`config.mk`:
```
export PLATFORM = sky130hd
export DESIGN_NAME = multi_sel_core_flat
export DESIGN_NICKNAME = d
export VERILOG_FILES = /design/src/rtl/multi_sel_core_pkg.sv /design/src/rtl/multi_sel_core_if.sv /design/src/rtl/multi_sel_core.sv /design/src/flat_wrapper.sv
export SDC_FILE = /design/constraint.sdc
export NUM_CORES = 1
export LEC_CHECK = 0
export CORE_AREA = 2 2 72 74
export CTS_BUF_LIST = sky130_fd_sc_hd__clkbuf_8 sky130_fd_sc_hd__clkbuf_16
export CTS_CLUSTER_SIZE = 20
export DETAILED_ROUTE_END_ITERATION = 12
export DIE_AREA = 0 0 74 76
export PLACE_DENSITY_LB_ADDON = 0.05
export RECOVER_POWER = 25
export SYNTH_ARGS = -nofsm -noshare
export SYNTH_HDL_FRONTEND = slang
export SYNTH_SLANG_ARGS = --single-unit
```
`constraint.sdc`:
```
create_clock -name clk -period 4.45 [get_ports clk]
set_input_delay 0.445 -clock clk [delete_from_list [all_inputs] [get_ports clk]]
set_output_delay 0.445 -clock clk [all_outputs]
set_load 0.02 [all_outputs]
```
`src/rtl/multi_sel_core_pkg.sv`:
```
// Shared widths and phase encoding for the shift-add constant multiplier.
package multi_sel_core_pkg;
    localparam int DW = 8;
    localparam int OW = DW + 3;

    // cnt value selects which multiple of the sample is presented next
    typedef enum logic [1:0] {
        PH_X1 = 2'd0,
        PH_X3 = 2'd1,
        PH_X7 = 2'd2,
        PH_X8 = 2'd3
    } phase_t;
endpackage

```
`src/rtl/multi_sel_core_if.sv`:
```
// Producer/consumer bundle: byte in, grant strobe and product out.
interface multi_sel_core_if;
    import multi_sel_core_pkg::*;

    logic [DW-1:0] d;
    logic          input_grant;
    logic [OW-1:0] out;

    modport master (output d, input input_grant, input out);
    modport slave  (input d, output input_grant, output out);
endinterface

```
`src/rtl/multi_sel_core.sv`:
```
// Samples d every fourth cycle and presents d*1, d*3, d*7, d*8 on
// consecutive cycles using only shifts, adds and subtracts.
module multi_sel_core
    import multi_sel_core_pkg::*;
(
    input  logic                  clk,
    input  logic                  rst,
    multi_sel_core_if.slave       bus
);
    phase_t        cnt_reg, cnt_next;
    logic [DW-1:0] d_reg, d_next;
    logic [OW-1:0] out_reg, out_next;
    logic          grant_reg, grant_next;

    logic [OW-1:0] ext;
    logic [OW-1:0] x3;
    logic [OW-1:0] x7;
    logic [OW-1:0] x8;

    // Widen before shifting so 8*(2^DW-1) survives; 8x - x never underflows
    assign ext = {3'b000, d_reg};
    assign x8  = ext << 3;
    assign x3  = (ext << 1) + ext;
    assign x7  = x8 - ext;

    always_comb begin
        cnt_next   = cnt_reg;
        d_next     = d_reg;
        out_next   = out_reg;
        grant_next = 1'b0;
        unique case (cnt_reg)
            PH_X1: begin
                d_next     = bus.d;
                out_next   = {3'b000, bus.d};
                grant_next = 1'b1;
                cnt_next   = PH_X3;
            end
            PH_X3: begin
                out_next = x3;
                cnt_next = PH_X7;
            end
            PH_X7: begin
                out_next = x7;
                cnt_next = PH_X8;
            end
            PH_X8: begin
                out_next = x8;
                cnt_next = PH_X1;
            end
            default: begin
                cnt_next = PH_X1;
            end
        endcase
    end

    always_ff @(posedge clk or posedge rst) begin
        if (rst) begin
            cnt_reg   <= PH_X1;
            d_reg     <= '0;
            out_reg   <= '0;
            grant_reg <= 1'b0;
        end else begin
            cnt_reg   <= cnt_next;
            d_reg     <= d_next;
            out_reg   <= out_next;
            grant_reg <= grant_next;
        end
    end

    assign bus.out         = out_reg;
    assign bus.input_grant = grant_reg;
endmodule

```
`src/flat_wrapper.sv`:
```
// flat-port wrapper written by rule: the top's interface ports become plain ports
module multi_sel_core_flat import multi_sel_core_pkg::*;
  (clk, rst, bus_d, bus_input_grant, bus_out);
  multi_sel_core_if bus_i ();
  input  logic clk;
  input  logic rst;
  input wire logic [$bits(bus_i.d)-1:0] bus_d;
  output wire logic [$bits(bus_i.input_grant)-1:0] bus_input_grant;
  output wire logic [$bits(bus_i.out)-1:0] bus_out;
  assign bus_i.d = bus_d;
  assign bus_input_grant = bus_i.input_grant;
  assign bus_out = bus_i.out;
  multi_sel_core u_core (.clk(clk), .rst(rst), .bus(bus_i));
endmodule
```
# After elaboration in Yosys (flattened, before gate mapping)
# Index checks and enable logic that the tools add are counted.
[word_totals] ff_bits=22 output_inout_bits=12
[classes] reduce_logical=1 eq_ne=3 mux=3 addsub=2
[ops] cell="$pmux W11 S4" n=1
[ops] cell="$sub A11 B8 Y11" n=1
[ops] cell="$add A9 B8 Y10" n=1
[ops] cell="$pmux W2 S4" n=1
[ops] cell="$eq A2 B2 Y1 const B" n=2
[ops] cell="$eq A2 B1 Y1 const B" n=1
[ops] cell="$logic_not A2 Y1" n=1
[ops] cell="$mux W1" n=1

# Longest topological paths before layout
# Gate-level depths: netlist (run 1).
[logic_depth] word_depth=2 ltp_mapped=8

# Worst setup path before layout (run 1)
# Ideal clock, no wire load.
[synth_timing] path_type="flip-flop to flip-flop" startpoint="register u_core.d_reg[3]" endpoint="register u_core.out_reg[6], in the netlist u_core.bus.out[6]" setup_time_ps=137 setup_slack_ps=2319 arrival_ps=1994 synth_period_minus_slack_ps=2131 stages_incl_launch_ff=8 cell_sequence="dfrtp_1 inv_1 ha_1 and3b_1 or4_4 and4b_1 a2111oi_1 a2bb2oi_1"
[synth_via] elab_chain_len=2 elab_cells_between_ends=3 cone_classes="add/sub: 2; mux: 1"
[synth_lines] item="from (decl)" line="multi_sel_core.sv:11" rtl="logic [DW-1:0] d_reg, d_next;"
[synth_lines] item="from (signal assigned)" line="multi_sel_core.sv:64" rtl="d_reg <= d_next;"
[synth_lines] item="$sub A11 B8 Y11 / $add A9 B8 Y10 (equally long branches)" line="multi_sel_core.sv:24, multi_sel_core.sv:23"
[synth_lines] item="$pmux W11 S4 (*)" line="multi_sel_core.sv:31" rtl="unique case (cnt_reg)"
[synth_lines] item="net u_core.out_next[6]" line="multi_sel_core.sv:12" rtl="logic [OW-1:0] out_reg, out_next;"
[synth_lines] item="to (signal assigned)" line="multi_sel_core.sv:65" rtl="out_reg <= out_next;"
[synth_lines] item="to (decl)" line="multi_sel_core.sv:12"
# Mark *: on every way through the listed nets, which the timed path passes. The rest lies on a longest branch.
# A chain may end at the register's enable or synchronous reset.

# Worst setup path after layout (run 1)
[layout_timing] startpoint="register u_core.cnt_reg[0]" endpoint="register u_core.out_reg[7], in the netlist u_core.bus.out[7]"
[layout_via] elab_chain_len=2 elab_cells_between_ends=5 cone_classes="eq/ne: 3; mux: 1; reduce/logical: 1"
[layout_lines] item="from (decl)" line="multi_sel_core.sv:10" rtl="phase_t cnt_reg, cnt_next;"
[layout_lines] item="from (signal assigned)" line="multi_sel_core.sv:63" rtl="cnt_reg <= cnt_next;"
[layout_lines] item="$eq A2 B2 Y1, or another cell as far along" line="multi_sel_core.sv:31"
[layout_lines] item="$pmux W11 S4 (*)" line="multi_sel_core.sv:31"
[layout_lines] item="net u_core.out_next[7]" line="multi_sel_core.sv:12"
# Marked as above.

==> results of run 1 <==
## stage by stage
step	hold slack, ns	util, %	std cells
2_1_floorplan	0.434	-	192
3_3_place_gp	0.598	39.9	277
3_5_place_dp	0.593	39.9	277
4_1_cts	0.615	41.3	281
5_1_grt	0.681	41.2	281
6_report	0.622	41.2	281
## Yosys cell counts
library cell and count:
nor4_1 1, a21bo_2 1, nand2_1 25, a21o_1 4, mux2i_1 4, nand3_1 3
ha_1 21, nand2b_1 4, a311oi_1 1, or4_4 1, a2bb2oi_1 4, o21ai_0 20
or2_2 2, fa_1 1, or3_2 1, a31oi_1 4, a211o_1 2, nor2_1 8
clkbuf_1 7, o21a_1 1, inv_1 16, o31a_1 2, o22ai_1 1, a2111oi_1 1
nor3b_1 1, and3b_1 1, clkinv_1 1, nand4b_1 1, or3_1 1, a221o_1 1
xnor2_1 2, a221oi_1 2, nand4_1 1, nor2b_1 2, and4b_1 1, a32oi_1 2
mux2_2 2, a32o_1 1, o211ai_1 2, and3_1 2, nor3_1 1, dfrtp_1 22
o2111ai_1 1, a21oi_1 10
## cells by family after synthesis
group / count (synthesis)
flip-flops: 22
adder cells (fa/ha/maj): 22
AO/OA/AOI/OAI: 60
multiplexers: 6
buffers and inverters: 24
AND/OR/NAND/NOR: 56
XOR/XNOR: 2
## worst min-delay path: stages (launching register included)
cell	delay [ns]
dfrtp_1	0.44
nand2_1	0.09
nand2_1	0.06
## cell type report
cell class                 instances  area (um^2)  share of cell area [%]
multi-input combinational        146         1040                    51.3
tap                               70         87.6                    4.32
timing repair buffer              22          214                    10.6
inverter                          17         63.8                    3.15
clock inverter                     1         30.0                    1.48
sequential                        22          551                    27.2
clock buffer                       3         41.3                    2.04
## worst paths after layout
path,end,slack (ns),cells past startpoint
min,u_core.d_reg[0]$_DFFE_PP0P_,0.62,2
max reg2reg,u_core.bus.out[7]$_DFF_PP0_,1.80,7
min reg2reg,u_core.d_reg[0]$_DFFE_PP0P_,0.62,2
min in group asynchronous,u_core.bus.out[3]$_DFF_PP0_,0.81,2
max in group asynchronous,u_core.bus.out[9]$_DFF_PP0_,3.08,2
max,u_core.bus.out[7]$_DFF_PP0_,1.80,7
## metal layers
layer  GRT usage, %  vias up  share of wire, %
met5              0        -                 0
met4           5.45        0               1.1
met3           2.12        4               3.8
met2           25.6       22                47
met1           23.1      707                48
li1               -      728                 -
## report_power, final
group / internal, mW / total [mW] / switching (mW)
Sequential: 0.208 / 0.216 / 0.00805
Clock: 0.120 / 0.192 / 0.0718
Combinational: 0.0597 / 0.127 / 0.0675
==> flow_metrics.env, run 1 <==
export IMPL_cp_top_family="buffers and inverters"
export IMPL_synth_compound_area_share_pct=23.6
export IMPL_wirelength_um=4260
export IMPL_grt_pass1_vias=1461
export IMPL_power_density_mw_per_mm2=264
export IMPL_path_clk_slew_ns=0.09
export IMPL_drv_cap=0
export IMPL_synth_seq_area_share_pct=32.8
export IMPL_synthAdderAreaFrac_pct=16.8
export IMPL_io_buffers=21
export IMPL_crit_chain="inv_1 > ha_1 > clkbuf_1 > clkinv_1 > nand3_1 > o31a_1 > o211ai_1"
export IMPL_via_count=1461
export IMPL_crit_buf_inv=3
export IMPL_hold_start="u_core.d_reg[0]$_DFFE_PP0P_"
export IMPL_ant_nets=0
export IMPL_place_ws_ns=2.12
export IMPL_cts_sinks=22
export IMPL_worst_ep_required_time_ns=4.55
export IMPL_cts_setup_buffers=0
export IMPL_cts_root_buf="clkbuf_8"
export IMPL_cp_data_arrival_time_ns=2.76
export IMPL_rows=26
export IMPL_hold_viol=0
export IMPL_synth_mux_area_share_pct=3.73
export IMPL_leakage_nw=0.926
export IMPL_grt_usage_pct=16.4
export IMPL_fin_area_mm2=0.00203
export IMPL_status="finished, final reports clean"
export IMPL_wl_per_cell_um=15.2
export IMPL_clockBufferDepth=2
export IMPL_core_area_mm2=0.00491
export IMPL_start_kind="register"
export IMPL_largest_register_ffs=11
export IMPL_power_uw=535
export IMPL_setup_tns_final_ns=0
export IMPL_place_area_mm2=0.00196
export IMPL_fmax_mhz=377
export IMPL_final_cell_mix="25 x nand2_1, 22 x dfrtp_1, 21 x ha_1, 20 x o21ai_0, 20 x clkdlybuf4s50_1"
export IMPL_layout_commonest_cell="nand2_1"
export IMPL_post_route_min_period_ns=2.65
export IMPL_drc=0
export IMPL_synthesis_instances=192
export IMPL_synth_warnings=0
export IMPL_cts_tree="yes"
export IMPL_crit_type="reg2reg"
export IMPL_htreeDepth=1
export IMPL_cp_end_kind="register"
export IMPL_die_height_um=76
export IMPL_syn_nets=224
export IMPL_finalNetCount=244
export IMPL_cp_max_fo=27
export IMPL_synthTopCellsByArea="dfrtp_1 33%, ha_1 16%, o21ai_0 6.0%"
export IMPL_critical_path_max_stage_delay_ns=0.81
export IMPL_critPathLaunch="u_core.cnt_reg[0]$_DFF_PP0_"
export IMPL_start_util_pct=34.2
export IMPL_reg2reg_from="u_core.cnt_reg[0]$_DFF_PP0_"
export IMPL_antennaDiodeCount=0
export IMPL_grt_overflow_total=0
export IMPL_clk_latency_ns=0.26
export IMPL_tightest_slew_ns=1.10
export IMPL_synth_simple_area_share_pct=16.6
export IMPL_gp_congestion=0.848
export IMPL_worst_clock_skew_ns=0.00152
export IMPL_hold_class="reg2reg"
export IMPL_die_w_um=74
export IMPL_cpMaxStageDelayCell="clkbuf_1"
export IMPL_vdd_ir_drop_worst_uv=179
export IMPL_ios=22
export IMPL_ctsHoldBuffers=0
export IMPL_ys_types=44
export IMPL_synth_top_family_by_area="compound AO/OA/AOI/OAI gates"
export IMPL_synth_area_per_cell_um2=8.75
export IMPL_synth_seq_cells=22
export IMPL_hpwl_um=3150
export IMPL_syn_area_mm2=0.00168
export IMPL_synthXorXnorAreaFrac_pct=1.04
export IMPL_setup_viol=0
export IMPL_dieArea_mm2=0.00562
export IMPL_slew_viol_final=0
export IMPL_rsz0062_at_grt="no"
export IMPL_cts_repair_resized=0
export IMPL_num_fill_cells=482
export IMPL_drtPass1Iterations=4
export IMPL_fin_ws_ns=1.80
export IMPL_cts_buffers=3
export IMPL_max_slew_margin_pct=26.4
export IMPL_first_iter_violations=139
export IMPL_yosys_area_top_type="dfrtp_1"
export IMPL_fin_crit_sh_pct=59.7
export IMPL_area_growth_pct=20.6
export IMPL_grt_pass1_wl_um=7240
export IMPL_synth_top_area_share_pct=32.8
export IMPL_grt_max_degree=28
export IMPL_grt_antenna_before_repair=0
export IMPL_drive_above_1_share_pct=5.21
export IMPL_viasPerCell=5.20
No activity file was read; power rests on OpenSTA's default activity.
==> run 2: changes to the inputs <==
clock period = 2.1 ns   (was 4.45 ns; I/O delays follow)
==> run 2 against run 1 <==
Against the previous run:
- critical path type unchanged
- die area did not move
- hold slack lost 0.13 ns
- cell area rose by 14%
- count of clock-buffer cells in the layout unchanged
- sequential share of layout area fell by 3.4 points
- the flow now finishes with violations (setup timing)
- setup slack worse by 1.8 ns
- critical path depth did not move
- flip-flop and latch count stayed put
- routed wire length increased by 6.1%
- cell count is 11% higher
- critical endpoint is now u_core.bus.out[10]$_DFF_PP0_
- utilization grew 5.9 points
- first-iteration DRC count down 50%
==> flow_metrics.env, run 2 (synthesized netlist as in run 1, its figures left out) <==
export IMPL_status="finished with violations"
export IMPL_violations="setup timing"
export IMPL_setup_viol=2
export IMPL_hold_class="in2reg"
export IMPL_reg2reg_from="u_core.d_reg[0]$_DFFE_PP0P_"
export IMPL_die_w_um=74
export IMPL_cts_buffers=3
export IMPL_cp_data_arrival_time_ns=2.31
export IMPL_area_growth_pct=37.9
export IMPL_wirelength_um=4520
export IMPL_grt_pass1_vias=1537
export IMPL_drtPass1Iterations=4
export IMPL_clockBufferDepth=2
export IMPL_ant_nets=0
export IMPL_die_height_um=76
export IMPL_wl_per_cell_um=14.5
export IMPL_fmax_mhz=473
export IMPL_htreeDepth=1
export IMPL_dieArea_mm2=0.00562
export IMPL_grt_overflow_total=0
export IMPL_power_density_mw_per_mm2=516
export IMPL_max_slew_margin_pct=20.5
export IMPL_hold_viol=0
export IMPL_place_ws_ns=-0.131
export IMPL_rsz0062_at_grt="yes"
export IMPL_gp_congestion=0.830
export IMPL_hold_path_cell_count=3
export IMPL_finalNetCount=274
export IMPL_layout_commonest_cell="buf_4"
export IMPL_crit_chain="buf_6 > ha_4 > and3b_1 > or4_4 > a31oi_2 > mux2_2 > a21oi_1"
export IMPL_fin_ws_ns=-0.0137
export IMPL_path_clk_slew_ns=0.09
export IMPL_fin_crit_sh_pct=101
export IMPL_worst_ep_required_time_ns=2.30
export IMPL_start_util_pct=34.2
export IMPL_io_buffers=21
export IMPL_grt_max_degree=23
export IMPL_hold_path_end="u_core.d_reg[0]$_DFFE_PP0P_"
export IMPL_ios=22
export IMPL_cp_max_fo=4
export IMPL_via_count=1547
export IMPL_core_area_mm2=0.00491
export IMPL_worst_clock_skew_ns=0.00400
export IMPL_antennaDiodeCount=0
export IMPL_cpMaxStageDelayCell="or4_4"
export IMPL_rows=26
export IMPL_hpwl_um=3460
export IMPL_tightest_slew_ns=1.19
export IMPL_critical_path_max_stage_delay_ns=0.44
export IMPL_first_iter_violations=70
export IMPL_leakage_nw=1.08
export IMPL_grt_usage_pct=16.5
export IMPL_cts_sinks=22
export IMPL_crit_type="reg2reg"
export IMPL_drv_cap=0
export IMPL_start_kind="register"
export IMPL_fin_util_pct=47.1
export IMPL_slew_viol_final=0
export IMPL_cp_end_kind="register"
export IMPL_grt_antenna_before_repair=0
export IMPL_cts_tree="yes"
export IMPL_hold_start="bus_d[0]"
export IMPL_drive_above_1_share_pct=22.0
export IMPL_vdd_ir_drop_worst_uv=199
export IMPL_largest_register_ffs=11
export IMPL_clk_latency_ns=0.27
export IMPL_final_cell_mix="29 x buf_4, 24 x nand2_1, 22 x dfrtp_1, 20 x clkdlybuf4s50_1"
export IMPL_worstRegToRegCells=7
export IMPL_reg2reg_slack_ns=-0.01
export IMPL_drc=0
export IMPL_post_route_min_period_ns=2.11
export IMPL_viasPerCell=4.97
export IMPL_r2r_end="u_core.bus.out[10]$_DFF_PP0_"
export IMPL_cts_root_buf="clkbuf_8"
export IMPL_grt_pass1_wl_um=7220
==> run 2: how the worst max path moves through the flow <==
stage	cells after the start	end	startpoint	slack [ns]
detailed placement	7	u_core.bus.out[6]$_DFF_PP0_	u_core.d_reg[0]$_DFFE_PP0P_	-0.13
floorplan	7	u_core.bus.out[6]$_DFF_PP0_	u_core.d_reg[3]$_DFFE_PP0P_	0.03
finish	7	u_core.bus.out[10]$_DFF_PP0_	u_core.d_reg[0]$_DFFE_PP0P_	-0.01
CTS	7	u_core.bus.out[10]$_DFF_PP0_	u_core.d_reg[0]$_DFFE_PP0P_	-0.02
global route	9	u_core.bus.out[7]$_DFF_PP0_	u_core.d_reg[0]$_DFFE_PP0P_	-0.09
global placement	7	u_core.bus.out[6]$_DFF_PP0_	u_core.d_reg[0]$_DFFE_PP0P_	-0.08
==> run 2: timing repair <==
item / CTS / global route
gates cloned: 0 / 0
endpoints found under the setup margin: 4 / 4
resized for setup: 7 / 7
pin swaps: 1 / 2
hold buffers: 0 / 0
setup buffers: 0 / 1
==> run 2: worst max-delay path, delay by kind of cell, from the launching register on <==
kind                       cells  cell delay, ns
and+or+nand+nor                2            0.62
buffers and inverters          1            0.14
muxes                          1            0.35
DFF                            1            0.43
AOI/OAI and AO/OA              2            0.29
adders and majority gates      1            0.22
==> run 2: metal layers <==
metal	global-route usage [%]	vias to the layer above	routed length, um
met5	0	-	0
met4	4.18	0	65
met3	2.25	6	134
met2	29.6	29	2320
met1	20.2	722	2000
li1	-	790	-
==> run 2: power by group <==
part           switching, mW  internal, mW
Combinational          0.168         0.175
Sequential           0.00722         0.441
Clock                  0.147         0.255
Total                  0.323         0.871
==> run 2: stage by stage <==
step / power [mW] / TNS [ns] / cell area (um^2) / hold WS, ns / instances
after CTS: 1.21 / -0.0262 / 2290 / 0.289 / 310
final: 1.19 / -0.0264 / 2310 / 0.493 / 311
after detailed placement: 0.780 / -0.231 / 2190 / 0.584 / 306
after floorplan: 0.653 / 0 / 1690 / 0.199 / 192
after global routing: 1.27 / -0.279 / 2310 / 0.514 / 311
after global placement: 0.777 / -0.123 / 2190 / 0.573 / 306
==> run 2: final cells by class <==
type                            count  area, um^2
Multi-Input combinational cell    146        1100
Clock inverter                      1        30.0
Inverter                           17        63.8
Timing Repair Buffer               52         443
Sequential cell                    22         551
Tap cell                           70        87.6
Clock buffer                        3        41.3
Fill cell                         502        2600
